===== src/rtl/alu_status_unit.sv =====
// ALU status flag register {N,Z,C,V} with a single-cycle condition evaluator.
// Defining ALU_STATUS_STICKY_EN adds a sticky overflow bit and a saturating overflow counter.
module alu_status_unit #(
  parameter int unsigned N     = 4,
  parameter int unsigned CNT_W = 8
) (
  input  logic             clk_i,
  input  logic             rst_ni,
  input  logic             valid_i,
  input  logic             setflags_i,
  input  logic [2:0]       opcode_i,
  input  logic [N-1:0]     result_i,
  input  logic             overflow_i,
  input  logic             cout_i,
  input  logic             check_i,
  input  logic [3:0]       cond_i,
  input  logic             clear_i,
  output logic [3:0]       flags_o,
  output logic             cond_valid_o,
`ifdef ALU_STATUS_STICKY_EN
  output logic             ovf_sticky_o,
  output logic [CNT_W-1:0] ovf_count_o,
`endif
  output logic             cond_pass_o
);

  localparam logic [2:0] OpAdd = 3'b000;
  localparam logic [2:0] OpSub = 3'b001;
  localparam logic [2:0] OpMov = 3'b100;

  if (CNT_W == 0) begin : g_bad_cnt_w
    $error("CNT_W must be at least 1");
  end

  logic [3:0] r_flags;
  logic       r_cond_valid;
  logic       r_cond_pass;
  logic [3:0] w_flags_nxt;
  logic       w_upd;
  logic       w_zero;
  logic       w_pass;

  assign w_upd  = valid_i & setflags_i;
  assign w_zero = (result_i == '0);

  // Condition is evaluated against w_flags_nxt so a same-cycle update is bypassed.
  function automatic logic eval_cond(input logic [3:0] c, input logic [3:0] f);
    logic n, z, cy, v;
    n  = f[3];
    z  = f[2];
    cy = f[1];
    v  = f[0];
    case (c)
      4'b0000: eval_cond = z;
      4'b0001: eval_cond = ~z;
      4'b0010: eval_cond = cy;
      4'b0011: eval_cond = ~cy;
      4'b0100: eval_cond = n;
      4'b0101: eval_cond = ~n;
      4'b0110: eval_cond = v;
      4'b0111: eval_cond = ~v;
      4'b1000: eval_cond = cy & ~z;
      4'b1001: eval_cond = ~cy | z;
      4'b1010: eval_cond = (n == v);
      4'b1011: eval_cond = (n != v);
      4'b1100: eval_cond = ~z & (n == v);
      4'b1101: eval_cond = z | (n != v);
      4'b1110: eval_cond = 1'b1;
      default: eval_cond = 1'b0;
    endcase
  endfunction

  always_comb begin
    w_flags_nxt = r_flags;
    if (clear_i) begin
      w_flags_nxt = 4'b0000;
    end else if (w_upd) begin
      case (opcode_i)
        OpAdd, OpSub: w_flags_nxt = {result_i[N-1], w_zero, cout_i, overflow_i};
        OpMov:        w_flags_nxt = {result_i[N-1], w_zero, r_flags[1:0]};
        default:      w_flags_nxt = r_flags;
      endcase
    end
  end

  assign w_pass = eval_cond(cond_i, w_flags_nxt);

  always_ff @(posedge clk_i) begin
    if (!rst_ni) begin
      r_flags      <= 4'b0000;
      r_cond_valid <= 1'b0;
      r_cond_pass  <= 1'b0;
    end else begin
      r_flags      <= w_flags_nxt;
      r_cond_valid <= check_i;
      if (check_i) begin
        r_cond_pass <= w_pass;
      end
    end
  end

  assign flags_o      = r_flags;
  assign cond_valid_o = r_cond_valid;
  assign cond_pass_o  = r_cond_pass;

`ifdef ALU_STATUS_STICKY_EN
  logic             r_ovf_sticky;
  logic [CNT_W-1:0] r_ovf_count;
  logic             w_ovf_evt;

  // Overflow events count independently of setflags_i; clear wins over a same-cycle event.
  assign w_ovf_evt = valid_i & overflow_i & ((opcode_i == OpAdd) | (opcode_i == OpSub));

  always_ff @(posedge clk_i) begin
    if (!rst_ni) begin
      r_ovf_sticky <= 1'b0;
      r_ovf_count  <= '0;
    end else if (clear_i) begin
      r_ovf_sticky <= 1'b0;
      r_ovf_count  <= '0;
    end else if (w_ovf_evt) begin
      r_ovf_sticky <= 1'b1;
      if (r_ovf_count != {CNT_W{1'b1}}) begin
        r_ovf_count <= r_ovf_count + {{(CNT_W-1){1'b0}}, 1'b1};
      end
    end
  end

  assign ovf_sticky_o = r_ovf_sticky;
  assign ovf_count_o  = r_ovf_count;
`endif

endmodule


===== config.mk =====
export PLATFORM = sky130hd
export DESIGN_NAME = alu_status_unit
export DESIGN_NICKNAME = d
export VERILOG_FILES = /design/src/rtl/alu_status_unit.sv
export SDC_FILE = /design/constraint.sdc
export NUM_CORES = 1
export LEC_CHECK = 0
export ABC_AREA = 1
export BUFFER_PORTS_ARGS = -buffer_cell sky130_fd_sc_hd__buf_2
export CAP_MARGIN = 20
export CORE_MARGIN = 4
export CORE_UTILIZATION = 45
export CTS_CLUSTER_SIZE = 25
export DETAILED_ROUTE_END_ITERATION = 10
export HOLD_SLACK_MARGIN = 0.08
export PLACE_DENSITY = 0.83
export RECOVER_POWER = 50
export SLEW_MARGIN = 10
export SYNTH_ARGS = -nofsm -noshare
export SYNTH_HDL_FRONTEND = slang
export SYNTH_SLANG_ARGS = --single-unit
export TNS_END_PERCENT = 100

===== constraint.sdc =====
create_clock -name clk_i -period 1.5 [get_ports clk_i]
set_input_delay 0.075 -clock clk_i [delete_from_list [all_inputs] [get_ports clk_i]]
set_output_delay 0.075 -clock clk_i [all_outputs]
set_load 0.01 [all_outputs]

# [After elaboration in Yosys (flattened, before gate mapping)]
# Index checks and enable logic that the tools add are counted.
[totals] input_bits=19 out_inout_bits=6 reg_bits=6 wordCells=38
[classes] n_eq_ne=18 reduce_logical=4 n_mux=4 bitwise=9
[ops] cell="$eq 4x4->1 const B" n=7
[ops] cell="$eq 4x3->1 const B" n=4
[ops] cell="$pmux 1 s15" n=1
[ops] cell="$eq 4x2->1 const B" n=2
[ops] cell="$logic_not 4->1" n=2
[ops] cell="$mux 4" n=2
[ops] cell="$pmux 4 s2" n=1
[ops] cell="$eq 4x1->1 const B" n=1
[ops] cell="$not 1->1" n=4
[ops] cell="$and 1x1->1" n=3
[ops] cell="$eq 3x1->1 const B" n=1
[ops] cell="$eq 3x3->1 const B" n=1
[ops] cell="$logic_not 3->1" n=1
[ops] cell="$or 1x1->1" n=2
[ops] cell="$reduce_or 2->1" n=1
[ops] cell="$eq 1x1->1" n=1
[ops] cell="$ne 1x1->1" n=1

# [Depth between registers and ports, before layout]
# Gate-level depths: netlist of the first run.
[depth] word_depth=8 ltp_mapped=14 mapped_depth_nobuf=14

# [Least setup slack after synthesis of the first run]
# Ideal clock, no wire load.
[synth_path] kind="reg-to-reg" start="reg r_flags[0] (netlist: flags_o[0])" end="reg r_cond_pass (netlist: cond_pass_o)" period_less_slack_ps=1209 setup_ps=117 stages_incl_launch_ff=12 slack_ps=291 required_time_ps=1383 arrival_ps=1092 n_path_buf=0 path_cell_list="dfxtp_1 inv_1 nand2_2 nand3_2 nand2_1 nand2_1 nor2_1 nand3_1 nor2_1 nand3_1 nand2_1 a21oi_2"
[synth_via] elab_chain_len=6 word_cells_on_any_way=9 cone_classes="eq/ne (2); mux (4); bitwise (3)"
[synth_rtl] item="from (decl)" line="35" text="logic [3:0] r_flags;"
[synth_rtl] item="from (signal assigned)" line="94" text="r_flags <= w_flags_nxt;"
[synth_rtl] item="$pmux 4 s2" line="78" text="case (opcode_i)"
[synth_rtl] item="$mux 4 *" line="77" text="end else if (w_upd) begin"
[synth_rtl] item="$mux 4 *" line="75" text="if (clear_i) begin"
[synth_rtl] item="$ne 1x1->1 or $eq 1x1->1 (tied branches)"
[synth_rtl] item="$or 1x1->1 or $and 1x1->1 (tied branches)" line="67, 66"
[synth_rtl] item="$pmux 1 s15 *" line="53" text="case (c)"
[synth_rtl] item="to (signal assigned)" line="97" text="r_cond_pass <= w_pass;"
[synth_rtl] item="to (decl)" line="37" text="logic r_cond_pass;"
# Every way passes the cells marked *; elsewhere a longest branch is shown, timed or not.
# A chain may end at the register's enable or synchronous reset.

# [Worst setup path after layout of the first run]
# Same ends and word-level chain as after synthesis.

==> results_dict.tcl, run 1 <==
set metrics [dict create \
    status "finished clean" \
    required_ps 1630 \
    cts_hold_buf 2 \
    cts_root_buffer "clkbuf_4" \
    met2_usage_pct 27.9 \
    layout_common_cells "nand2_1 (33), inv_1 (19), nor2_1 (19), buf_2 (18), nand3_1 (9)" \
    fmaxAchievable_mhz 805 \
    p_comb_share_pct 28.3 \
    met1_usage_pct 18.1 \
    via_per_inst 4.69 \
    grt.total_usage_pct 15.7 \
    antenna_found_initial 0 \
    rr_endpoint "cond_pass_o" \
    met3_usage_pct 1.63 \
    slew_viol_final 0 \
    ys_seq_elements 6 \
    cts_tree "yes" \
    core_mm2 0.00117 \
    die_y_um 44.1 \
    crit_start "flags_o[0]" \
    worst_slew_pin_slew_ps 244 \
    hpwl_um 1220 \
    p_int_w 0.000305 \
    critPathKind "reg2reg" \
    layout_commonest_cell "nand2_1" \
    yosysWarnings 0 \
    busiest_layer "met2" \
    cp-start-kind "register" \
    utilization_pct 64.7 \
    syn_nets 126 \
    synth_cell_type_count 14 \
    fin_skew_ps 3.97 \
    hold_viol_final 0 \
    post_cts_buffers 0 \
    clockPowerShare_pct 33.4 \
    cellLeakagePower_nw 0.410 \
    drc_errors 0 \
    grt_max_degree 7 \
    fin_setup_tns_ps 0 \
    fp.dieArea_mm2 0.00194 \
    p_sw_share_pct 30.0 \
    detail-route-antenna-nets 0 \
    cp-end-kind "register" \
    fin_nets 157 \
    rsz0062_at_grt "no" \
    min_path_type "in2reg" \
    slew_headroom_pct 83.7 \
    h-tree-depth 1 \
    firstDrtPassIters 4 \
    grt_pass1_vias 627 \
    synth.largest_area_cell "nand2_1" \
    numPortBuffers 24 \
    cts_num_sinks 6 \
    cp.arrival_ps 1370 \
    p_switching_w 0.000131 \
    ir_worst_vdd_uv 384 \
    seqPwrFrac_pct 38.4 \
    syn2layout_area_growth_pct 29.5 \
    wl_um 1420 \
    ff2ff_setup_slack_ps 260 \
    r2r_cells 11 \
    crit_path_max_fanout 4 \
    cts_buffer_depth 2 \
    vias 704 \
    powerDensity_mw_per_mm2 576 \
    rr_startpoint "flags_o[0]" \
    initial_core_util_pct 50.0 \
    boundaryPins 25 \
    dr.first_iter.drc_count 28 \
    row_count 12 \
    place.gp.congestion 0.847 \
    drv_cap 0 \
    clk_latency_ps 240 \
    clkTransAtPathRegs_ps 50 \
    synth.area.top_cells "nand2_1 (21%), dfxtp_1 (21%), inv_1 (12%)" \
    setup_viol 0 \
    critPathCapture "cond_pass_o" \
    syn_area_um2 586 \
    synthDominantCellAreaShare_pct 21.2 \
    wl_per_cell_um 9.46 \
    cts_resized 0 \
    grt.overflow.total 0 \
    drive_gt1_share_pct 28.7 \
    period_share_pct 82.8 \
    fp.dieW_um 44.1 \
    cts_buffers 3 \
    min_period_ps 1240 \
    num_antenna_cells 0 \
    grt_pass1_wl_um 2370 \
    synth_cells 107 \
    syn_avg_cell_area_um2 5.47 \
    yosysSeqAreaShare_pct 20.5 \
]
-- routing by layer --
metal,wire (um),up-vias
li1,-,383
met1,594,294
met2,716,27
met3,108,0
met4,0,0
met5,0,-
-- critical path, stage by stage, from the launching register on --
cell,delay (ps)
dfxtp_1,320
inv_1,50
nand2_2,70
nand3_2,110
nand2_1,80
nand2_1,60
nor2_1,100
nand3_1,80
nor2_1,80
nand3_1,60
nand2_1,70
a21oi_2,50
-- cells in the mapped netlist (all sizes together) --
master and count:
nand2 39, nor2 22, inv 21, nand3 15, dfxtp 6, a21oi 2
nand4 1, o21ai 1
-- power groups by stage --
| stage | Sequential (W) | Clock (W) | Combinational [W] |
|---|---|---|---|
| after detailed placement | 0.000170 | 0 | 0.000121 |
| after global placement | 0.000170 | 0 | 0.000117 |
| after floorplan | 0.000173 | 0 | 0.0000697 |
| after global routing | 0.000168 | 0.000157 | 0.000141 |
| final | 0.000167 | 0.000146 | 0.000123 |
| after CTS | 0.000167 | 0.000153 | 0.000126 |
-- cells by family (layout without fill, tap and decap cells) --
family | Yosys count | count (layout) | share of synthesized area (%)
flops | 6 | 6 | 20.5
compound gates | 3 | 3 | 3.20
buf+inv | 21 | 50 | 13.5
simple gates | 77 | 77 | 62.8
-- how the worst min path moves through the flow --
stage / start / to / slack, ps / cells after the start
finish: check_i / cond_pass_o / 110 / 3
global route: check_i / cond_pass_o / 140 / 3
CTS: check_i / cond_pass_o / 100 / 3
detailed placement: rst_ni / cond_valid_o / 280 / 3
global placement: rst_ni / cond_valid_o / 270 / 3
floorplan: check_i / cond_valid_o / 170 / 2
-- metrics by stage --
stage,power [W],std cells,setup slack (ps),hold slack [ps],instance area (um2)
4_1_cts,0.000446,150,247,104,766
2_1_floorplan,0.000243,107,291,168,586
3_3_place_gp,0.000287,145,221,272,723
5_1_grt,0.000466,150,104,138,758
6_report,0.000437,150,258,110,758
3_5_place_dp,0.000291,145,194,279,723
-- layout make-up --
| type | instances | area (um2) |
|---|---|---|
| sequential | 6 | 120 |
| tap | 14 | 17.5 |
| multi-input combinational | 80 | 387 |
| clock buffer | 3 | 22.5 |
| fill | 117 | 413 |
| inverter | 21 | 78.8 |
| timing repair buffer | 26 | 133 |
-- registers in the layout, indices dropped and copies added (netlist names) --
register / cells
flags_o: 4
cond_pass_o: 1
cond_valid_o: 1
(Power assumes the default switching activity.)
==> run 2: changes to the inputs <==
--- a/config.mk
+++ b/config.mk
@@ -9,11 +9,11 @@
 export BUFFER_PORTS_ARGS = -buffer_cell sky130_fd_sc_hd__buf_2
 export CAP_MARGIN = 20
 export CORE_MARGIN = 4
-export CORE_UTILIZATION = 45
+export CORE_UTILIZATION = 41
 export CTS_CLUSTER_SIZE = 25
 export DETAILED_ROUTE_END_ITERATION = 10
 export HOLD_SLACK_MARGIN = 0.08
-export PLACE_DENSITY = 0.83
+export PLACE_DENSITY = 0.8
 export RECOVER_POWER = 50
 export SLEW_MARGIN = 10
 export SYNTH_ARGS = -nofsm -noshare
==> constraint.sdc (replaced) <==
create_clock -name clk_i -period 1 [get_ports clk_i]
set_input_delay 0.05 -clock clk_i [delete_from_list [all_inputs] [get_ports clk_i]]
set_output_delay 0.05 -clock clk_i [all_outputs]
set_load 0.01 [all_outputs]
==> run 2 against run 1 <==
The flow now finishes with violations (setup timing). Total power up 58%. Die area up 8.0%. First-iteration DRC count down 54%. Via count up 5.3%. Global-route usage up 1.6 points. Count of clock-buffer cells in the layout unchanged. Critical endpoint unchanged. Sequential power up 51%. Core utilization up 2.6 points. Clock skew up 3.3 ps. Hold slack better by 190 ps. Register-to-register slack worse by 530 ps. Largest cell class unchanged. Worst setup slack worse by 530 ps.
==> results_dict.tcl, run 2 (same netlist as run 1, synthesis figures left out) <==
set metrics [dict create \
    status "complete, but fails checks" \
    violations "setup timing" \
    required_ps 1130 \
    fin_cells 163 \
    cts_tree "yes" \
    n_fill_cell 123 \
    min_period_ps 1270 \
    core_mm2 0.00132 \
    layout_common_cells "nand2_1 (29), buf_2 (20), nor2_1 (19), inv_1 (15), buf_4 (12)" \
    multi_input_area_um2 417 \
    period_share_pct 127 \
    antenna_found_initial 0 \
    cp-start-kind "register" \
    fmaxAchievable_mhz 784 \
    grt.total_usage_pct 17.3 \
    firstDrtPassIters 4 \
    slew_headroom_pct 79.7 \
    ir_worst_vdd_uv 758 \
    placed_area_um2 795 \
    hold_viol_final 0 \
    initial_core_util_pct 44.4 \
    cts_buffers 3 \
    die_y_um 45.8 \
    h-tree-depth 1 \
    cellLeakagePower_nw 0.480 \
    fin_hold_ws_ps 303 \
    place.gp.congestion 0.791 \
    drc_errors 0 \
    cts_num_sinks 6 \
    boundaryPins 25 \
    dr.first_iter.drc_count 13 \
    min_path_type "in2reg" \
    grt.overflow.total 0 \
    cts_buffer_depth 2 \
    slew_viol_final 0 \
    seqCellArea_um2 125 \
    numPortBuffers 24 \
    fin_skew_ps 7.27 \
    fin_nets 169 \
    wl_um 1600 \
    hpwl_um 1220 \
    grt_pass1_vias 697 \
    setup_viol 1 \
    clkTransAtPathRegs_ps 50 \
    worst_slew_pin_slew_ps 305 \
    grt_pass1_wl_um 2710 \
    crit_path_max_fanout 4 \
    stdcell_area_um2 887 \
    powerDensity_mw_per_mm2 779 \
    rsz0062_at_grt "yes" \
    drive_gt1_share_pct 43.9 \
    wl_per_cell_um 9.84 \
    row_count 13 \
    fp.dieW_um 45.8 \
    layout_commonest_cell "nand2_1" \
    cts_root_buffer "clkbuf_4" \
    vias 741 \
    drv_cap 0 \
    syn2layout_area_growth_pct 51.5 \
    clk_latency_ps 240 \
    dp_slack_ps -285 \
    num_antenna_cells 0 \
    grt_max_degree 7 \
    largest_reg_flops 4 \
    cp-end-kind "register" \
    via_per_inst 4.55 \
    critPathKind "reg2reg" \
    detail-route-antenna-nets 0 \
    utilization_pct 67.3 \
    fp.dieArea_mm2 0.00210 \
    dp_cells 155 \
    cp.arrival_ps 1410 \
    setup_ws_ps -275 \
]
==> run 2: changes by cell type in the layout (fill, tap and decap cells not counted), sizes merged <==
cell / change
clkbuf: -2
buf: +14
==> run 2: worst paths after layout <==
kind,startpoint,endpoint,slack [ps],depth (start not counted)
setup / recovery,flags_o[0],cond_pass_o,-270,11
hold / removal,result_i[0],flags_o[2],300,7
setup reg to reg,flags_o[0],cond_pass_o,-270,11
hold reg to reg,cond_pass_o,cond_pass_o,480,2
==> run 2: worst max-delay path, cell delays in order, from the launching register on <==
cell and delay (ps):
dfxtp_2 320, inv_2 40, nand2_4 70, nand3_4 80, nand2_1 80, nand2_1 60
nor2_1 120, nand3_1 90, nor2_1 110, nand3_1 80, nand2_1 80, a21oi_2 50
==> run 2: final cells by class <==
| type | instances | area share, % |
|---|---|---|
| Clock buffer | 3 | 2.54 |
| Inverter | 21 | 8.89 |
| Multi-Input combinational cell | 80 | 47.0 |
| Sequential cell | 6 | 14.1 |
| Tap cell | 15 | 2.12 |
| Timing Repair Buffer | 38 | 25.4 |
==> run 2: metrics by stage <==
stage / setup TNS, ps / total power [W]
after floorplan: -170 / 0.000364
after global placement: -266 / 0.000451
after detailed placement: -285 / 0.000455
after CTS: -214 / 0.000695
after global routing: -386 / 0.000741
final: -275 / 0.000691
==> run 2: what timing repair did <==
| item | CTS | global route |
|---|---|---|
| setup endpoints to repair | 1 | 1 |
| resized for setup | 4 | 10 |
| setup buffers | 1 | 2 |
| pin swaps | 3 | 9 |
| hold buffers | 2 | 0 |
| endpoints found under the hold margin | 2 | 0 |
==> run 2: metal layers <==
layer	vias up	global-route usage (%)	wire length, um
li1	406	-	-
met5	-	0	0
met1	317	20.6	670
met3	0	2.37	74
met4	0	3.41	0
met2	18	32.3	859
==> run 2: power by group <==
| group | total, W | internal, W | switching [W] |
|---|---|---|---|
| clock | 0.000219 | 0.000136 | 0.0000836 |
| sequential | 0.000252 | 0.000248 | 0.00000373 |
| combinational | 0.000220 | 0.0000964 | 0.000123 |
